File: src/rtl/fetch_unit.sv
// Instruction fetch stage: owns the PC, reads instruction memory over req/gnt/rvalid
// and hands instructions to decode through an output register plus one prefetch slot.
module fetch_unit #(
   parameter logic [31:0] RESET_PC = 32'h0000_0000
) (
   input  logic        clk,
   input  logic        reset,
   output logic        imem_req,
   output logic [31:0] imem_addr,
   input  logic        imem_gnt,
   input  logic        imem_rvalid,
   input  logic [31:0] imem_rdata,
   output logic        inst_valid,
   input  logic        inst_ready,
   output logic [31:0] instruction,
   output logic [31:0] inst_pc,
   input  logic        is_jump,
   input  logic        is_branch,
   input  logic        branch_taken,
   input  logic [15:0] imm16,
   input  logic [25:0] addr26
);

   typedef enum logic [1:0] {
      S_IDLE,
      S_REQ,
      S_WAIT,
      S_DROP
   } state_t;

   state_t      state_q, state_d;
   logic [31:0] fetch_pc_q, fetch_pc_d;
   logic        out_valid_q, out_valid_d;
   logic [31:0] out_inst_q, out_inst_d;
   logic [31:0] out_pc_q, out_pc_d;
   logic        pf_valid_q, pf_valid_d;
   logic [31:0] pf_inst_q, pf_inst_d;
   logic [31:0] pf_pc_q, pf_pc_d;
   logic        hold_q, hold_d;
   logic [31:0] hold_addr_q, hold_addr_d;

   logic        transfer;
   logic        redirect;
   logic        fill;
   logic [31:0] pc_plus4;
   logic [31:0] br_target;
   logic [31:0] jmp_target;
   logic [31:0] target;
   logic [31:0] fill_pc;

   always_comb begin
      state_d     = state_q;
      fetch_pc_d  = fetch_pc_q;
      out_valid_d = out_valid_q;
      out_inst_d  = out_inst_q;
      out_pc_d    = out_pc_q;
      pf_valid_d  = pf_valid_q;
      pf_inst_d   = pf_inst_q;
      pf_pc_d     = pf_pc_q;
      hold_d      = hold_q;
      hold_addr_d = hold_addr_q;

      transfer   = out_valid_q && inst_ready;
      redirect   = transfer && (is_jump || (is_branch && branch_taken));
      pc_plus4   = out_pc_q + 32'd4;
      br_target  = pc_plus4 + {{14{imm16[15]}}, imm16, 2'b00};
      jmp_target = {pc_plus4[31:28], addr26, 2'b00};
      target     = is_jump ? jmp_target : br_target;
      fill       = (state_q == S_WAIT) && imem_rvalid && !redirect;
      // fetch_pc already advanced at grant, so the returning word belongs one slot back
      fill_pc    = fetch_pc_q - 32'd4;

      if (redirect) begin
         out_valid_d = 1'b0;
         pf_valid_d  = 1'b0;
         fetch_pc_d  = target;
      end else if (transfer) begin
         if (pf_valid_q) begin
            out_inst_d = pf_inst_q;
            out_pc_d   = pf_pc_q;
            pf_valid_d = 1'b0;
         end else begin
            out_valid_d = 1'b0;
         end
      end

      if (fill) begin
         if (!out_valid_d) begin
            out_valid_d = 1'b1;
            out_inst_d  = imem_rdata;
            out_pc_d    = fill_pc;
         end else begin
            pf_valid_d = 1'b1;
            pf_inst_d  = imem_rdata;
            pf_pc_d    = fill_pc;
         end
      end

      case (state_q)
         S_IDLE: begin
            if (!out_valid_q || !pf_valid_q || transfer)
               state_d = S_REQ;
         end
         S_REQ: begin
            if (imem_gnt) begin
               hold_d = 1'b0;
               if (redirect || hold_q) begin
                  state_d = S_DROP;
               end else begin
                  state_d    = S_WAIT;
                  fetch_pc_d = fetch_pc_q + 32'd4;
               end
            end else if (redirect && !hold_q) begin
               // The bus needs the old address until granted; the target waits in fetch_pc.
               hold_d      = 1'b1;
               hold_addr_d = fetch_pc_q;
            end
         end
         S_WAIT: begin
            if (imem_rvalid)
               state_d = (redirect || (out_valid_d && pf_valid_d)) ? S_IDLE : S_REQ;
            else if (redirect)
               state_d = S_DROP;
         end
         S_DROP: begin
            if (imem_rvalid)
               state_d = S_IDLE;
         end
         default: state_d = S_IDLE;
      endcase
   end

   always_ff @(posedge clk) begin
      if (reset) begin
         state_q     <= S_IDLE;
         fetch_pc_q  <= RESET_PC;
         out_valid_q <= 1'b0;
         out_inst_q  <= 32'd0;
         out_pc_q    <= 32'd0;
         pf_valid_q  <= 1'b0;
         pf_inst_q   <= 32'd0;
         pf_pc_q     <= 32'd0;
         hold_q      <= 1'b0;
         hold_addr_q <= 32'd0;
      end else begin
         state_q     <= state_d;
         fetch_pc_q  <= fetch_pc_d;
         out_valid_q <= out_valid_d;
         out_inst_q  <= out_inst_d;
         out_pc_q    <= out_pc_d;
         pf_valid_q  <= pf_valid_d;
         pf_inst_q   <= pf_inst_d;
         pf_pc_q     <= pf_pc_d;
         hold_q      <= hold_d;
         hold_addr_q <= hold_addr_d;
      end
   end

   assign imem_req    = (state_q == S_REQ);
   assign imem_addr   = hold_q ? hold_addr_q : fetch_pc_q;
   assign inst_valid  = out_valid_q;
   assign instruction = out_inst_q;
   assign inst_pc     = out_pc_q;

endmodule
File: config.mk
export PLATFORM = sky130hd
export DESIGN_NAME = fetch_unit
export DESIGN_NICKNAME = d
export VERILOG_FILES = /design/src/rtl/fetch_unit.sv
export SDC_FILE = /design/constraint.sdc
export NUM_CORES = 1
export LEC_CHECK = 0
export ABC_AREA = 1
export BUFFER_PORTS_ARGS = -buffer_cell sky130_fd_sc_hd__buf_2
export CELL_PAD_IN_SITES_DETAIL_PLACEMENT = 1
export CELL_PAD_IN_SITES_GLOBAL_PLACEMENT = 1
export CORE_ASPECT_RATIO = 1.4
export CORE_MARGIN = 5
export CORE_UTILIZATION = 45
export CTS_BUF_LIST = sky130_fd_sc_hd__clkbuf_4 sky130_fd_sc_hd__clkbuf_8
export DETAILED_ROUTE_END_ITERATION = 16
export GPL_TIMING_DRIVEN = 0
export PLACE_DENSITY_LB_ADDON = 0.25
export REMOVE_ABC_BUFFERS = 1
export SYNTH_ARGS = -nofsm -noshare
export SYNTH_HDL_FRONTEND = slang
export SYNTH_SLANG_ARGS = --single-unit
File: constraint.sdc
create_clock -name clk -period 5.7 [get_ports clk]
set_input_delay 0.285 -clock clk [delete_from_list [all_inputs] [get_ports clk]]
set_output_delay 0.285 -clock clk [all_outputs]
set_load 0.01 [all_outputs]
==> impl_metrics.env, run 1 <==
export IMPL_vias=13500
export IMPL_core_area_um2=28130
export IMPL_initial_utilization_pct=45.26
export IMPL_p_sw_mw=2.161
export IMPL_drc=0
export IMPL_ys_types=51
export IMPL_cp_arrival_ns=4.33
export IMPL_setup_ws_ns=1.763
export IMPL_p_seq_share_pct=36.1
export IMPL_crit_start="inst_pc[13]"
export IMPL_clk_latency_ns=0.50
export IMPL_dpl_hpwl_um=33660
export IMPL_setup_violations=0
export IMPL_p_leak_nw=6.814
export IMPL_synth_avg_cell_area_um2=6.438
export IMPL_final_seq_area_um2=3945
export IMPL_worst_ir_drop_vdd_v=0.0002166
export IMPL_crit_fanout=6
export IMPL_critical_path_class="reg2reg"
export IMPL_tightest_slew_ns=1.119
export IMPL_drt_antenna_violating_nets=0
export IMPL_multi_input_area_um2=7362
export IMPL_num_nets_final=2218
export IMPL_clk_path_buf_depth=2
export IMPL_combPwrFrac_pct=44.9
export IMPL_r2r_slack_ns=1.76
export IMPL_cts_tree="yes"
export IMPL_utilization_pct=51.00
export IMPL_place_ws_ns=1.869
export IMPL_row_count=73
export IMPL_total_power_mw=4.820
export IMPL_min_period_over_period_pct=69.06
export IMPL_overflow=0
export IMPL_fin_hold_ws_ns=0.03376
export IMPL_synth_seq_cells=197
export IMPL_routed_via_density=5.434
export IMPL_io_pins=180
export IMPL_post_dp_cell_area_um2=13880
export IMPL_sw_frac_of_total_pct=44.84
export IMPL_clock_sinks=197
export IMPL_antenna_found_initial=0
export IMPL_grt_pass1_vias=14050
export IMPL_syn_inst=1978
export IMPL_clkPwrFrac_pct=19.0
export IMPL_timing_rr_end="fetch_pc_q[31]"
export IMPL_grt_pass1_wl_um=70590
export IMPL_powerDensity_nw_per_um2=335.9
export IMPL_fin_skew_ns=0.01382
export IMPL_period_needed_ns=3.937
export IMPL_r2r_cells=19
export IMPL_cts_root_buf="clkbuf_8"
export IMPL_port_buffers=179
export IMPL_crit_required_ns=6.09
export IMPL_die_w_um=152.2
export IMPL_synth_area_um2=12730
export IMPL_start_kind="flop"
export IMPL_yosysWarningCount=0
export IMPL_ys_seq_area_share_pct=30.97
export IMPL_n_fill_cell=3973
export IMPL_grt_max_degree=97
export IMPL_synthToLayoutAreaGrowth_pct=12.67
export IMPL_drive_gt1_share_pct=13.70
export IMPL_htree_levels=4
export IMPL_regToRegStartpoint="inst_pc[13]"
export IMPL_hold_viol=0
export IMPL_wl_per_cell_um=17.81
export IMPL_slew_headroom_pct=24.70
export IMPL_cts_inserted_buffers=17
export IMPL_stdcell_area_um2=14350
export IMPL_status="finished clean"
export IMPL_firstDrtPassIters=7
export IMPL_p_int_mw=2.658
export IMPL_grt_setup_unrepaired="false"
export IMPL_wirelength_um=44270
export IMPL_maxCapViolations=0
export IMPL_path_clk_slew_ns=0.09
export IMPL_dieArea_um2=31810
export IMPL_cts_resized=0
export IMPL_diodes=0
export IMPL_drt_iter0_markers=506
export IMPL_end_kind="flop"
export IMPL_chipHeight_um=209.0
export IMPL_slew_violations=0
export IMPL_min_path_type="in2reg"
export IMPL_cp_endpoint="fetch_pc_q[31]"
export IMPL_grt_use_total_pct=27.10
export IMPL_timing_fmax_mhz=254.0
export IMPL_place_congestion=0.9248
-- power by group through the flow --
stage	Clock (mW)	Sequential, mW	Combinational (mW)
after CTS	0.940	1.73	2.16
after global placement	0	1.76	2.07
after detailed placement	0	1.76	2.15
after global routing	0.990	1.76	2.41
after floorplan	0	1.76	1.39
final	0.916	1.74	2.16
-- per-layer routing --
layer | GRT usage, % | wire length, µm | vias up
li1 | - | - | 6685
met1 | 29.27 | 17460 | 6456
met2 | 50.80 | 22920 | 272
met3 | 4.910 | 1998 | 91
met4 | 12.69 | 1883 | 0
met5 | 0 | 0 | -
-- layout by cell type, fill, tap and decap left out, types with 37 or more instances in the layout --
master	count
xor2_1	56
o21ai_0	228
inv_1	245
nor2_1	228
nand3_1	66
a21oi_1	225
dfxtp_1	196
nand2_1	358
o21ai_1	42
ha_1	37
buf_2	179
-- final cells by class --
class | instances | share of cell area, %
Clock buffer | 22 | 1.936
Clock inverter | 9 | 0.7239
Inverter | 266 | 7.003
Multi-Input combinational cell | 1418 | 51.32
Sequential cell | 197 | 27.50
Tap cell | 375 | 3.271
Timing Repair Buffer | 198 | 8.250
-- worst max-delay path: stages (launching register included) --
cell and delay [ns]:
dfxtp_1 0.50, nand2_1 0.25, nor2_1 0.18, inv_1 0.06
nor4_1 0.85, nand3_1 0.16, nand2_1 0.15, inv_1 0.05
ha_1 0.34, inv_1 0.09, nor3_1 0.37, nand2_1 0.18
inv_1 0.10, nand2_1 0.07, nand2_1 0.07, a21oi_1 0.04
nand2_1 0.06, nand3_1 0.09, a21oi_1 0.18, nor2_1 0.05
-- Yosys cell counts (all sizes together) --
cell type | number | share of area, %
nand2 | 367 | 11
o21ai | 270 | 11
inv | 265 | 7.8
nor2 | 245 | 8.0
a21oi | 229 | 9.1
dfxtp | 197 | 31
nand3 | 69 | 2.8
xor2 | 56 | 3.9
clkbuf | 55 | 1.6
buf | 42 | 1.8
ha | 37 | 3.6
nor3 | 28 | 1.4
nand4 | 26 | 1.4
a31oi | 13 | 0.64
o21bai | 13 | 0.77
xnor2 | 12 | 0.83
nor4 | 11 | 0.78
o211ai | 8 | 0.47
a211oi | 7 | 0.41
mux2i | 4 | 0.31
o21a | 4 | 0.24
a21o | 3 | 0.18
mux2 | 3 | 0.27
nand3b | 2 | 0.22
o221ai | 2 | 0.14
o31ai | 2 | 0.12
a221oi | 1 | 0.069
a311oi | 1 | 0.069
and2 | 1 | 0.049
clkinv | 1 | 0.039
fa | 1 | 0.16
nor2b | 1 | 0.049
o22ai | 1 | 0.049
o32ai | 1 | 0.069
-- metrics by stage --
| step | cells | TNS (ns) |
|---|---|---|
| detailed placement | 2446 | 0 |
| floorplan | 1881 | 0 |
| global placement | 2435 | -29.73 |
| global route | 2485 | 0 |
| finish | 2485 | 0 |
| CTS | 2485 | 0 |
-- worst min path at each step --
stage	startpoint	to	slack [ns]	depth (start not counted)
after detailed placement	pf_inst_q[17]	pf_inst_q[17]	0.44	2
after global routing	imem_rdata[22]	instruction[22]	0.04	3
final	imem_rdata[22]	instruction[22]	0.03	3
after floorplan	reset	fetch_pc_q[25]	0.35	1
after CTS	imem_rdata[14]	instruction[14]	0.003	3
after global placement	pf_inst_q[13]	pf_inst_q[13]	0.43	2
-- state kept, by name, indices dropped and copies added, names as in the netlist --
signal	flops
fetch_pc_q	32
hold_addr_q	32
hold_q	1
inst_pc	32
inst_valid	1
instruction	32
pf_inst_q	32
pf_pc_q	32
pf_valid_q	1
state_q	2
-- cell families (layout without fill, tap and decap cells) --
family,count (synthesis),count (layout),share of synthesized area [%]
AOI/OAI and AO/OA,555,555,22.94
xor gates and xnor gates,68,68,4.677
adders and majority gates,38,38,3.793
buffers and inverters,363,495,11.25
DFF,197,197,30.97
muxes,7,7,0.5797
and+or+nand+nor,750,750,25.78
-- timing repair --
item	4_1_cts	5_1_grt
hold buffers	8	0
hold endpoints to repair	8	0
buffers inserted	0	0
Power figures use the tool's default switching activity.
==> run 2: changes to the inputs <==
--- a/config.mk
+++ b/config.mk
@@ -11,7 +11,7 @@
 export CELL_PAD_IN_SITES_GLOBAL_PLACEMENT = 1
 export CORE_ASPECT_RATIO = 1.4
 export CORE_MARGIN = 5
-export CORE_UTILIZATION = 45
+export CORE_UTILIZATION = 42
 export CTS_BUF_LIST = sky130_fd_sc_hd__clkbuf_4 sky130_fd_sc_hd__clkbuf_8
 export DETAILED_ROUTE_END_ITERATION = 16
 export GPL_TIMING_DRIVEN = 0
==> constraint.sdc (replaced) <==
create_clock -name clk -period 3.7 [get_ports clk]
set_input_delay 0.185 -clock clk [delete_from_list [all_inputs] [get_ports clk]]
set_output_delay 0.185 -clock clk [all_outputs]
set_load 0.01 [all_outputs]
==> impl_metrics.env, run 2 (synthesis results as in run 1) <==
export IMPL_drive_gt1_share_pct=14.91
export IMPL_firstDrtPassIters=5
export IMPL_dieArea_um2=33950
export IMPL_critPathMaxStageDelay_ns=0.39
export IMPL_min_period_over_period_pct=93.15
export IMPL_wirelength_um=44980
export IMPL_drt_iter0_markers=623
export IMPL_grt_busiest_layer="met2"
export IMPL_total_power_mw=7.525
export IMPL_critical_path_slowest_cell="dfxtp_2"
export IMPL_cts_inserted_buffers=17
export IMPL_grt_pass1_wl_um=71500
export IMPL_grt_use_total_pct=26.19
export IMPL_final_common_cell="nand2_1"
export IMPL_grt_max_degree=104
export IMPL_setup_ws_ns=0.2534
export IMPL_diodes=0
export IMPL_clock_sinks=197
export IMPL_place_congestion=0.9108
export IMPL_chipHeight_um=216.0
export IMPL_hold_viol=0
export IMPL_overflow=0
export IMPL_finalSetupTns_ns=0
export IMPL_tightest_slew_ns=1.021
export IMPL_htree_levels=4
export IMPL_drc=0
export IMPL_critical_path_class="reg2reg"
export IMPL_place_ws_ns=-0.1718
export IMPL_end_kind="flop"
export IMPL_setup_violations=0
export IMPL_fin_hold_ws_ns=0.04718
export IMPL_status="finished clean"
export IMPL_antenna_found_initial=0
export IMPL_period_needed_ns=3.447
export IMPL_start_kind="flop"
export IMPL_initial_utilization_pct=42.54
export IMPL_routed_via_density=5.332
export IMPL_utilization_pct=49.43
export IMPL_cp_arrival_ns=3.85
export IMPL_maxCapViolations=0
export IMPL_num_nets_final=2246
export IMPL_p_leak_nw=6.977
export IMPL_die_w_um=157.2
export IMPL_wl_per_cell_um=17.82
export IMPL_cts_tree="yes"
export IMPL_gr_usage_met1_pct=29.72
export IMPL_use_met2_pct=48.46
export IMPL_row_count=75
export IMPL_io_pins=180
export IMPL_clk_path_buf_depth=2
export IMPL_path_cells="ha_1, nand3_2, nor3_2, nand2_2, nor3_4, inv_2, nor2_2, inv_1, o32ai_1, inv_1, ha_4, nand2_1, nor2_1, nand2_1, nor2_1, nand2_1, nand3_1, nand3_1, a21oi_1, nor2_1"
export IMPL_post_dp_cell_area_um2=13940
export IMPL_grt_setup_unrepaired="true"
export IMPL_worst_ir_drop_vdd_v=0.0002896
export IMPL_drt_antenna_violating_nets=0
export IMPL_path_buf_inv=3
export IMPL_crit_required_ns=4.10
export IMPL_vias=13460
export IMPL_layout_cells_non_filler=2524
export IMPL_slew_violations=0
export IMPL_fin_skew_ns=0.009023
export IMPL_synthToLayoutAreaGrowth_pct=16.19
export IMPL_grt_pass1_vias=14060
export IMPL_globalRouteMet3Util_pct=4.830
export IMPL_final_cell_mix="nand2_1, inv_1, nor2_1, o21ai_0, a21oi_1"
export IMPL_n_fill_cell=4076
export IMPL_timing_fmax_mhz=290.1
export IMPL_dpl_hpwl_um=33660
export IMPL_clk_latency_ns=0.51
export IMPL_cts_root_buf="clkbuf_8"
export IMPL_min_path_type="in2reg"
export IMPL_port_buffers=179
export IMPL_core_area_um2=29940
export IMPL_slew_headroom_pct=31.76
export IMPL_path_clk_slew_ns=0.10
export IMPL_crit_family="simple AND/OR/NAND/NOR gates"
export IMPL_dpl_cell_count=2457
export IMPL_crit_fanout=7
export IMPL_stdcell_area_um2=14800
export IMPL_powerDensity_nw_per_um2=508.6
run 2: cell count changes in the layout (fill, tap and decap cells not counted), sizes merged:
cell	previous run	this run
inv	266	267
clkinvlp	2	4
clkbuf	22	21
buf	190	193
bufinv	2	1
dlygate4sd3	8	33
run 2: power breakdown:
part | leakage (nW) | switching [mW] | internal, mW | total (mW)
registers | 1.60 | 0.317 | 2.37 | 2.69
clock network | 0.190 | 0.820 | 0.603 | 1.42
logic | 5.19 | 2.29 | 1.12 | 3.41
total | 6.98 | 3.43 | 4.10 | 7.52
run 2: worst min-delay path: cells and delay by family:
kind	cells	cell delay, ns
AO/OA/AOI/OAI	1	0.11
buffers and inverters	2	0.16
AND/OR/NAND/NOR	1	0.08
run 2: final timing paths:
check                start             end  slack, ns  cells after the start
max reg2reg     inst_pc[3]  fetch_pc_q[30]       0.25                     20
min            imem_rvalid      state_q[1]       0.05                      4
max             inst_pc[3]  fetch_pc_q[30]       0.25                     20
min reg2reg  pf_inst_q[24]   pf_inst_q[24]       0.46                      2
run 2: timing repair:
| item | CTS | global route |
|---|---|---|
| resized for setup | 9 | 24 |
| hold endpoints to repair | 65 | 0 |
| setup buffers | 1 | 1 |
| setup endpoints to repair | 4 | 14 |
| pin swaps | 1 | 3 |
| hold buffers | 33 | 0 |
run 2: layout make-up:
class	instances	area, µm²	area share, %
Inverter	266	1005	6.791
Timing Repair Buffer	226	1494	10.10
Multi-Input combinational cell	1418	7475	50.52
Tap cell	385	481.7	3.256
Clock inverter	11	97.59	0.6596
Clock buffer	21	289.0	1.953
Sequential cell	197	3954	26.72
run 2: per-layer routing:
metal,part of all wire [%],vias up
met1,41,6420
met3,4.2,61
met5,0,-
met4,3.1,0
li1,-,6745
met2,52,232
==> run 3: changes to the inputs <==
--- a/config.mk
+++ b/config.mk
@@ -15,7 +15,7 @@
 export CTS_BUF_LIST = sky130_fd_sc_hd__clkbuf_4 sky130_fd_sc_hd__clkbuf_8
 export DETAILED_ROUTE_END_ITERATION = 16
 export GPL_TIMING_DRIVEN = 0
-export PLACE_DENSITY_LB_ADDON = 0.25
+export PLACE_DENSITY = 0.8
 export REMOVE_ABC_BUFFERS = 1
 export SYNTH_ARGS = -nofsm -noshare
 export SYNTH_HDL_FRONTEND = slang
==> impl_metrics.env, run 3 (synthesis results as in run 1) <==
export IMPL_place_congestion=0.9081
export IMPL_diodes=0
export IMPL_path_buf_inv=2
export IMPL_slew_headroom_pct=30.42
export IMPL_initial_utilization_pct=42.54
export IMPL_timing_fmax_mhz=280.1
export IMPL_port_buffers=179
export IMPL_final_common_cell="nand2_1"
export IMPL_die_w_um=157.2
export IMPL_overflow=0
export IMPL_min_path_type="in2reg"
export IMPL_status="finished clean"
export IMPL_start_kind="flop"
export IMPL_clock_sinks=197
export IMPL_vias=13710
export IMPL_grt_pass1_vias=14340
export IMPL_hold_viol=0
export IMPL_dpl_cell_count=2456
export IMPL_final_cell_mix="nand2_1, inv_1, nor2_1, o21ai_0, a21oi_1"
export IMPL_drc=0
export IMPL_cp_arrival_ns=3.94
export IMPL_n_fill_cell=4055
export IMPL_crit_fanout=5
export IMPL_clk_path_buf_depth=2
export IMPL_drive_gt1_share_pct=14.79
export IMPL_fin_skew_ns=0.01017
export IMPL_core_area_um2=29940
export IMPL_critical_path_class="reg2reg"
export IMPL_htree_levels=4
export IMPL_end_kind="flop"
export IMPL_worst_ir_drop_vdd_v=0.0002624
export IMPL_critPathMaxStageDelay_ns=0.50
export IMPL_stdcell_area_um2=14800
export IMPL_critical_path_slowest_cell="o21ai_0"
export IMPL_wl_per_cell_um=18.04
export IMPL_powerDensity_nw_per_um2=512.2
export IMPL_cts_tree="yes"
export IMPL_grt_use_total_pct=26.60
export IMPL_crit_required_ns=4.07
export IMPL_maxCapViolations=0
export IMPL_crit_family="simple AND/OR/NAND/NOR gates"
export IMPL_period_needed_ns=3.570
export IMPL_row_count=75
export IMPL_cts_root_buf="clkbuf_8"
export IMPL_antenna_found_initial=1
export IMPL_drt_antenna_violating_nets=0
export IMPL_wirelength_um=45480
export IMPL_dpl_hpwl_um=33920
export IMPL_num_nets_final=2246
export IMPL_post_dp_cell_area_um2=13910
export IMPL_min_period_over_period_pct=96.49
export IMPL_p_leak_nw=6.990
export IMPL_layout_cells_non_filler=2521
export IMPL_cts_inserted_buffers=17
export IMPL_synthToLayoutAreaGrowth_pct=16.21
export IMPL_io_pins=180
export IMPL_firstDrtPassIters=5
export IMPL_routed_via_density=5.439
export IMPL_tightest_slew_ns=1.041
export IMPL_path_cells="ha_2, nand3_2, nor3_4, nand2_2, nor3_4, buf_4, xor2_1, ha_1, a21oi_1, nor2_1, nor2_1, nand2_1, inv_1, nand2_1, nand2_1, nand2_1, o21ai_0, a21oi_1"
export IMPL_crit_top_cell="nand2_1"
export IMPL_grt_pass1_wl_um=72770
export IMPL_slew_violations=0
export IMPL_drt_iter0_markers=633
export IMPL_dieArea_um2=33950
export IMPL_grt_setup_unrepaired="true"
export IMPL_chipHeight_um=216.0
export IMPL_path_clk_slew_ns=0.10
export IMPL_clk_latency_ns=0.50
export IMPL_grt_max_degree=97
export IMPL_setup_violations=0
run 3: changes by cell type in the layout (fill, tap and decap cells not counted), moves of 2 or more:
| cell | delta |
|---|---|
| dfxtp_2 | -2 |
| ha_2 | +2 |
| clkinv_2 | -2 |
| dfxtp_1 | +2 |
| bufinv_16 | +2 |
| clkinvlp_4 | -3 |
| ha_1 | -2 |
run 3: timing repair:
action                                  4_1_cts  5_1_grt
endpoints found under the setup margin        5       29
buffers inserted                              0        3
hold endpoints to repair                     63        0
gates resized for setup                       4       29
pin swaps                                     0        2
hold buffers                                 33        0
run 3: per-layer routing:
metal	track usage (%)	wire, µm	share of wire (%)	vias up
met1	29.38	17830	39	6584
met2	48.50	23320	51	276
met5	0	11	0.024	-
met3	4.810	2155	4.7	108
met4	12.45	2164	4.8	2
li1	-	-	-	6741
run 3: tightest hold or removal path, delay by kind of cell:
kind            cells  cell delay [ns]
compound gates      1             0.10
buf+inv             2             0.16
simple gates        1             0.08
run 3: worst paths after layout:
check / startpoint / end / slack, ns / depth (start not counted)
worst max-delay path: inst_pc[3] / fetch_pc_q[23] / 0.13 / 18
worst min-delay path: imem_rvalid / state_q[1] / 0.06 / 4
worst max register to register: inst_pc[3] / fetch_pc_q[23] / 0.13 / 18
worst min register to register: pf_inst_q[3] / pf_inst_q[3] / 0.46 / 2
run 3: layout make-up:
type	count	area [µm²]	area share (%)
multi-input cells	1418	7483	50.57
well taps	385	481.7	3.255
repair buffers	226	1469	9.926
clock inverters	8	125.1	0.8455
flip-flops and latches	197	3951	26.70
inverters	266	1005	6.790
clock buffers	21	282.8	1.911
run 3: power by group:
| part | switching [mW] | internal [mW] | total (mW) | leakage [nW] |
|---|---|---|---|---|
| Sequential | 0.318 | 2.37 | 2.69 | 1.60 |
| Clock | 0.775 | 0.720 | 1.49 | 0.207 |
| Combinational | 2.28 | 1.12 | 3.40 | 5.18 |
run 3: stage by stage:
step | TNS [ns] | worst slack [ns] | utilization [%] | power, mW | hold WS (ns)
3_5_place_dp | -1.309 | -0.1364 | 46.47 | 6.037 | 0.4290
3_3_place_gp | -243.78 | -2.794 | 45.69 | 5.914 | 0.4196
5_1_grt | -0.01137 | -0.01137 | 49.43 | 8.131 | 0.03014
6_report | 0 | 0.1300 | 49.43 | 7.580 | 0.06417
2_1_floorplan | -11.58 | -0.5267 | - | 4.850 | 0.2541
4_1_cts | 0 | 0.0004405 | 49.00 | 7.589 | 0.01936
